**src/rtl/external_config_interface.sv**
```systemverilog
// external_config_interface
// UART configuration port between an external FPGA and the analog core's
// register file. 18-bit packets arrive on i_posi (start, 18 data bits LSB
// first, stop). Each packet either writes one 8-bit register or reads one
// back; read responses leave on o_piso in the same frame format.
// Optional feature: define WRITE_ECHO_EN to echo every accepted write on
// o_piso as {parity, addr, data, 1'b0}.
`timescale 1ns/1ps

module external_config_interface #(
  parameter int NUMREGS      = 9,
  parameter int CLKS_PER_BIT = 16
) (
  input  logic       i_clk,
  input  logic       i_reset_n,
  input  logic       i_posi,
  output logic       o_piso,
  output logic [7:0] o_config_bits [NUMREGS]
);

  localparam int                CNT_W    = $clog2(CLKS_PER_BIT);
  localparam logic [CNT_W-1:0]  CNT_LAST = CNT_W'(CLKS_PER_BIT - 1);
  localparam logic [CNT_W-1:0]  CNT_HALF = CNT_W'(CLKS_PER_BIT / 2 - 1);
  localparam logic [4:0]        BIT_LAST = 5'd17;

  typedef enum logic [1:0] {RX_IDLE, RX_START, RX_DATA, RX_STOP} rxState_t;
  typedef enum logic [1:0] {TX_IDLE, TX_START, TX_DATA, TX_STOP} txState_t;

  // Input synchroniser
  logic             r_posiMeta;
  logic             r_posiSync;

  // Receiver
  rxState_t         r_rxState, w_rxStateNext;
  logic [CNT_W-1:0] r_rxCnt, w_rxCntNext;
  logic [4:0]       r_rxBit, w_rxBitNext;
  logic [17:0]      r_rxShift, w_rxShiftNext;
  logic             r_rxErr, w_rxErrNext;
  logic             r_rxValid, w_rxValidNext;

  // Command decode
  logic             w_wrb;
  logic [7:0]       w_data;
  logic [7:0]       w_addr;
  logic             w_parityOk;
  logic             w_addrOk;
  logic             w_doWrite;
  logic             w_doRead;
  logic             w_echoWrite;
  logic             w_loadResp;
  logic [7:0]       w_readData;
  logic [16:0]      w_respBody;
  logic [17:0]      w_resp;

  // Register file
  logic [7:0]       r_regs [NUMREGS];

  // Transmit buffer and transmitter
  logic [17:0]      r_txBuf;
  logic             r_txPending;
  logic             w_txTake;
  txState_t         r_txState, w_txStateNext;
  logic [CNT_W-1:0] r_txCnt, w_txCntNext;
  logic [4:0]       r_txBit, w_txBitNext;
  logic [17:0]      r_txShift, w_txShiftNext;
  logic             r_piso, w_pisoNext;

  // Two-flop synchroniser for the asynchronous serial input (idles high)
  always_ff @(posedge i_clk or negedge i_reset_n) begin
    if (!i_reset_n) begin
      r_posiMeta <= 1'b1;
      r_posiSync <= 1'b1;
    end else begin
      r_posiMeta <= i_posi;
      r_posiSync <= r_posiMeta;
    end
  end

  // RX state register
  always_ff @(posedge i_clk or negedge i_reset_n) begin
    if (!i_reset_n) begin
      r_rxState <= RX_IDLE;
      r_rxCnt   <= '0;
      r_rxBit   <= '0;
      r_rxShift <= '0;
      r_rxErr   <= 1'b0;
      r_rxValid <= 1'b0;
    end else begin
      r_rxState <= w_rxStateNext;
      r_rxCnt   <= w_rxCntNext;
      r_rxBit   <= w_rxBitNext;
      r_rxShift <= w_rxShiftNext;
      r_rxErr   <= w_rxErrNext;
      r_rxValid <= w_rxValidNext;
    end
  end

  // RX next state: half-bit start check rejects runts, mid-bit sampling after that
  always_comb begin
    w_rxStateNext = r_rxState;
    w_rxCntNext   = r_rxCnt;
    w_rxBitNext   = r_rxBit;
    w_rxShiftNext = r_rxShift;
    w_rxErrNext   = r_rxErr;
    w_rxValidNext = 1'b0;
    case (r_rxState)
      RX_IDLE: begin
        w_rxErrNext = 1'b0;
        if (!r_posiSync) begin
          w_rxStateNext = RX_START;
          w_rxCntNext   = '0;
        end
      end
      RX_START: begin
        if (r_rxCnt == CNT_HALF) begin
          w_rxCntNext = '0;
          w_rxBitNext = '0;
          if (r_posiSync) w_rxStateNext = RX_IDLE;
          else            w_rxStateNext = RX_DATA;
        end else begin
          w_rxCntNext = r_rxCnt + 1'b1;
        end
      end
      RX_DATA: begin
        if (r_rxCnt == CNT_LAST) begin
          w_rxCntNext   = '0;
          w_rxShiftNext = {r_posiSync, r_rxShift[17:1]};
          if (r_rxBit == BIT_LAST) w_rxStateNext = RX_STOP;
          else                     w_rxBitNext   = r_rxBit + 1'b1;
        end else begin
          w_rxCntNext = r_rxCnt + 1'b1;
        end
      end
      RX_STOP: begin
        if (r_rxErr) begin
          if (r_posiSync) w_rxStateNext = RX_IDLE;
        end else if (r_rxCnt == CNT_LAST) begin
          if (r_posiSync) begin
            w_rxValidNext = 1'b1;
            w_rxStateNext = RX_IDLE;
          end else begin
            w_rxErrNext = 1'b1;
          end
        end else begin
          w_rxCntNext = r_rxCnt + 1'b1;
        end
      end
      default: w_rxStateNext = RX_IDLE;
    endcase
  end

  assign w_wrb      = r_rxShift[0];
  assign w_data     = r_rxShift[8:1];
  assign w_addr     = r_rxShift[16:9];
  assign w_parityOk = ^r_rxShift;
  assign w_addrOk   = (w_addr < 8'(NUMREGS));
  assign w_doWrite  = r_rxValid & w_parityOk & ~w_wrb & w_addrOk;
  assign w_doRead   = r_rxValid & w_parityOk & w_wrb;

`ifdef WRITE_ECHO_EN
  assign w_echoWrite = w_doWrite;
`else
  assign w_echoWrite = 1'b0;
`endif

  assign w_loadResp = w_doRead | w_echoWrite;

  // Read mux; addresses outside the register file read back as zero
  always_comb begin
    w_readData = 8'h00;
    for (int i = 0; i < NUMREGS; i++) begin
      if (w_addr == 8'(i)) w_readData = r_regs[i];
    end
  end

  // Response packet with odd parity over all 18 bits
  always_comb begin
    w_respBody = '0;
    if (w_wrb) w_respBody = {w_addr, w_readData, 1'b1};
    else       w_respBody = {w_addr, w_data, 1'b0};
    w_resp = {~(^w_respBody), w_respBody};
  end

  // Register file write port
  always_ff @(posedge i_clk or negedge i_reset_n) begin
    if (!i_reset_n) begin
      for (int i = 0; i < NUMREGS; i++) r_regs[i] <= 8'h00;
    end else begin
      for (int i = 0; i < NUMREGS; i++) begin
        if (w_doWrite && (w_addr == 8'(i))) r_regs[i] <= w_data;
      end
    end
  end

  assign o_config_bits = r_regs;

  // Single-entry response buffer; a newer response overwrites a pending one
  always_ff @(posedge i_clk or negedge i_reset_n) begin
    if (!i_reset_n) begin
      r_txBuf     <= '0;
      r_txPending <= 1'b0;
    end else if (w_loadResp) begin
      r_txBuf     <= w_resp;
      r_txPending <= 1'b1;
    end else if (w_txTake) begin
      r_txPending <= 1'b0;
    end
  end

  // TX state register, including the registered serial output
  always_ff @(posedge i_clk or negedge i_reset_n) begin
    if (!i_reset_n) begin
      r_txState <= TX_IDLE;
      r_txCnt   <= '0;
      r_txBit   <= '0;
      r_txShift <= '0;
      r_piso    <= 1'b1;
    end else begin
      r_txState <= w_txStateNext;
      r_txCnt   <= w_txCntNext;
      r_txBit   <= w_txBitNext;
      r_txShift <= w_txShiftNext;
      r_piso    <= w_pisoNext;
    end
  end

  // TX next state: line level changes only on bit-period boundaries
  always_comb begin
    w_txStateNext = r_txState;
    w_txCntNext   = r_txCnt;
    w_txBitNext   = r_txBit;
    w_txShiftNext = r_txShift;
    w_pisoNext    = r_piso;
    w_txTake      = 1'b0;
    case (r_txState)
      TX_IDLE: begin
        w_pisoNext = 1'b1;
        if (r_txPending) begin
          w_txTake      = 1'b1;
          w_txStateNext = TX_START;
          w_txCntNext   = '0;
          w_txShiftNext = r_txBuf;
          w_pisoNext    = 1'b0;
        end
      end
      TX_START: begin
        if (r_txCnt == CNT_LAST) begin
          w_txStateNext = TX_DATA;
          w_txCntNext   = '0;
          w_txBitNext   = '0;
          w_pisoNext    = r_txShift[0];
        end else begin
          w_txCntNext = r_txCnt + 1'b1;
        end
      end
      TX_DATA: begin
        if (r_txCnt == CNT_LAST) begin
          w_txCntNext = '0;
          if (r_txBit == BIT_LAST) begin
            w_txStateNext = TX_STOP;
            w_pisoNext    = 1'b1;
          end else begin
            w_txBitNext   = r_txBit + 1'b1;
            w_txShiftNext = {1'b0, r_txShift[17:1]};
            w_pisoNext    = r_txShift[1];
          end
        end else begin
          w_txCntNext = r_txCnt + 1'b1;
        end
      end
      TX_STOP: begin
        if (r_txCnt == CNT_LAST) begin
          w_txStateNext = TX_IDLE;
          w_txCntNext   = '0;
          w_pisoNext    = 1'b1;
        end else begin
          w_txCntNext = r_txCnt + 1'b1;
        end
      end
      default: w_txStateNext = TX_IDLE;
    endcase
  end

  assign o_piso = r_piso;

endmodule

```
**config.mk**
```make
export PLATFORM = sky130hd
export DESIGN_NAME = external_config_interface
export DESIGN_NICKNAME = d
export VERILOG_FILES = /design/src/rtl/external_config_interface.sv
export SDC_FILE = /design/constraint.sdc
export NUM_CORES = 1
export LEC_CHECK = 0
export CAP_MARGIN = 20
export CORE_MARGIN = 3
export CORE_UTILIZATION = 45
export CTS_CLUSTER_DIAMETER = 40
export CTS_CLUSTER_SIZE = 10
export DETAILED_ROUTE_END_ITERATION = 7
export PLACE_DENSITY = 0.74
export SYNTH_ARGS = -nofsm -noshare
export SYNTH_HDL_FRONTEND = slang
export SYNTH_SLANG_ARGS = --single-unit
```
**constraint.sdc**
```tcl
create_clock -name i_clk -period 3.81 [get_ports i_clk]
set_clock_uncertainty 0.05 [all_clocks]
set_input_delay 0.381 -clock i_clk [delete_from_list [all_inputs] [get_ports i_clk]]
set_output_delay 0.381 -clock i_clk [all_outputs]
set_load 0.02 [all_outputs]
```
==> out/metrics.cfg <==
[status]
status=finished clean

[timing]
grt_setup_unrepaired=no
hold_viol_final=0
setup_slack_ns=0.283
finalCritPeriodShare=0.926
maxSlewHeadroom=0.344
slew_viol_final=0
fmax_mhz=284
layout_min_cycle_time_ns=3.53
worst_slew_pin_slew_ns=0.985
setup_viol=0
timing.setup.tns_ns=0

[yosys]
yosysUniqueCellTypes=62
synth_area_per_cell_um2=11.7
ys.flop_type=dfrtp_1
ys_ff_latch=154
syn_nets=665
yosys_warnings=0
synthesis.area_um2=7560
synth_top_cell_area_share=0.500
synthArstFlopShare=1.00
yosys.area.top_type=dfrtp_1
synth_area_leaders=dfrtp_1 50%, mux2_2 15%, mux2i_1 3.8%, ha_1 2.5%, a21oi_1 2.2%
synth_seq_area_share=0.510
syn_inst=647
synth_edf_count=0

[final_layout]
area_delta_synth_final_pct=21.5
final_util=0.568
diodes=0
drive_gt1_frac=0.234
seq_area_um2=3860
multi_input_area_um2=3500
fill_cells=1284
fin_nets=743

[worst_setup_path]
cp.required_ns=4.08
critPathCaptureType=register
worstSetupStartpoint=r_rxShift[4]
path_cells=xnor2_1, xnor3_1, xnor2_1, xnor2_1, nand2_1, or4_1, buf_4, nor3_4, mux2_2
reg2reg_from=r_rxShift[4]
critPathBufInv=1
worst_setup_path_start_kind=register
arrival_ns=3.80
cpPeakStageDelay_ns=0.54
crit_type=reg -> reg
critical_path.max_fanout=12
critPathTopFamily=simple AND/OR/NAND/NOR gates
cp_slowest_cell=dfrtp_1
cpMostUsedCell=xnor2_1

[clocking]
cts_made_buffers=17
postCtsSetupBuffers=0
cts_resized=0
cts_sinks=154
htreeDepth=4
cts_hold_repair.buffers=0
clockBufferDepth=2
clk_pin_slew_ns=0.06
cts_tree=done
clock_latency_ns=0.44
cts_root_buf=clkbuf_16

[routing]
dr_total_vias=5527
viasPerCell=5.79
dr.pass1.iters=6
drt-initial-drc-count=511
ant_nets=0
wire_per_inst_um=19.4
wirelength_um=18500
route.detailed.drc=0

[global_routing]
antenna_found_initial=0
grt_pass1_wl_um=30100
track_usage=0.211
gr-total-overflow=0
grt_pass1_vias=5543
grt_max_degree=110

[worst_hold_path]
min_path_type=in -> async

[power]
p_per_area_nw_per_um2=393
p_leak_nw=4.18
totalPowerFinal_mw=3.62
peakVddDrop_mv=0.369

[place]
numPortBuffers=75
hpwl_um=12900
gp_congestion=0.906
dpl_worst_slack_ns=0.329

[floorplanning]
core_um2=16200
ioPinCount=76
initial_core_util=0.468
die_y_um=136
die_w_um=136
dieArea_um2=18400
rows=46

[job]
cap_violations=0

-- flip-flops by register name, summed over array words and instances (netlist names), named ones only --
signal	count
r_txShift	18
r_rxValid	1
r_rxBit	5
r_rxState	1
r_rxShift	18
o_config_bits	72
r_posiSync	1
r_rxErr	1
r_txBuf	18
r_txPending	1
r_rxCnt	4
r_txCnt	4
o_piso	1
r_txBit	5
r_txState	2
r_posiMeta	1
-- layer usage --
layer,global-route usage,wire length [um],vias to the layer above,part of all wire
met5,0,0,-,0
met4,0.0649,273,0,0.015
met3,0.0676,1330,29,0.072
met2,0.326,8520,204,0.46
met1,0.285,8370,2804,0.45
li1,-,-,2490,-
-- layout make-up --
class | instances | area share
clock inverters | 15 | 0.0169
well taps | 216 | 0.0294
inverters | 21 | 0.00857
flip-flops and latches | 154 | 0.420
clock buffers | 17 | 0.0463
repair buffers | 96 | 0.0990
multi-input cells | 435 | 0.380
-- worst register-to-register path, cell delays in order (launching register included) --
cell,delay (ns)
dfrtp_1,0.54
xnor2_1,0.37
xnor3_1,0.38
xnor2_1,0.18
xnor2_1,0.14
nand2_1,0.11
or4_1,0.51
buf_4,0.22
nor3_4,0.51
mux2_2,0.41
-- synthesized netlist by cell type, types with 3 or more instances --
cell type	number
xnor3_1	3
mux2_2	103
o22ai_1	8
and3_1	3
nor2_1	33
nand2_1	38
xnor2_1	16
o21ai_0	25
clkbuf_1	30
o31ai_1	3
nor3_4	5
nand2b_1	9
nand3_1	10
nor2b_1	7
ha_1	15
nand3b_1	3
nand4_1	7
xor2_1	3
a21o_1	6
dfstp_2	3
o211ai_1	4
nor3_1	13
inv_1	21
buf_2	4
a22o_1	10
a31oi_1	6
a21oi_1	33
dfrtp_1	151
a221oi_1	3
mux2i_1	29
or4_1	3
-- where the power goes --
group          total, mW  internal, mW  switching [mW]
Clock               1.67         0.923           0.747
Sequential          1.69          1.66          0.0309
Combinational      0.252        0.0892           0.163
-- placed cells by master, fill, tap and decap left out, types with 4 or more instances in the layout --
cell	instances
a21o_1	6
a21oi_1	33
a22o_1	10
a31oi_1	6
buf_4	21
clkbuf_16	17
clkdlybuf4s50_1	74
clkinv_4	4
dfrtp_1	151
ha_1	15
inv_1	21
inv_6	6
mux2_2	103
mux2i_1	29
nand2_1	38
nand2b_1	9
nand3_1	10
nand4_1	7
nor2_1	33
nor2b_1	7
nor3_1	13
nor3_4	5
o211ai_1	4
o21ai_0	25
o22ai_1	8
xnor2_1	16
-- metrics by stage --
step           cell area, um^2  hold slack [ns]  std cells
3_3_place_gp              8610            0.297        922
2_1_floorplan             7560           0.0354        647
4_1_cts                   9190           0.0708        954
6_report                  9190           0.0349        954
5_1_grt                   9190            0.117        954
3_5_place_dp              8610            0.298        922
-- path summary, 6_finish.rpt --
kind | end | slack [ns] | cells past startpoint
setup / recovery | o_config_bits[42] | 0.28 | 9
hold / removal | o_config_bits[45] | 0.03 | 1
setup reg to reg | o_config_bits[42] | 0.28 | 9
hold reg to reg | r_posiSync | 0.31 | 0
max in group asynchronous | r_posiSync | 2.74 | 2
min in group i_clk | r_posiMeta | 0.30 | 1
-- kinds of logic (layout without fill, tap and decap cells) --
kind of cell    count (synthesis)  count (layout)  synth area share
flops                         154             154             0.510
compound gates                118             118             0.100
fa+ha+maj                      15              15            0.0248
xor+xnor                       22              22            0.0309
buf+inv                        58             149            0.0304
simple gates                  145             145             0.106
mux                           135             135             0.198
Power figures use the tool's default switching activity.
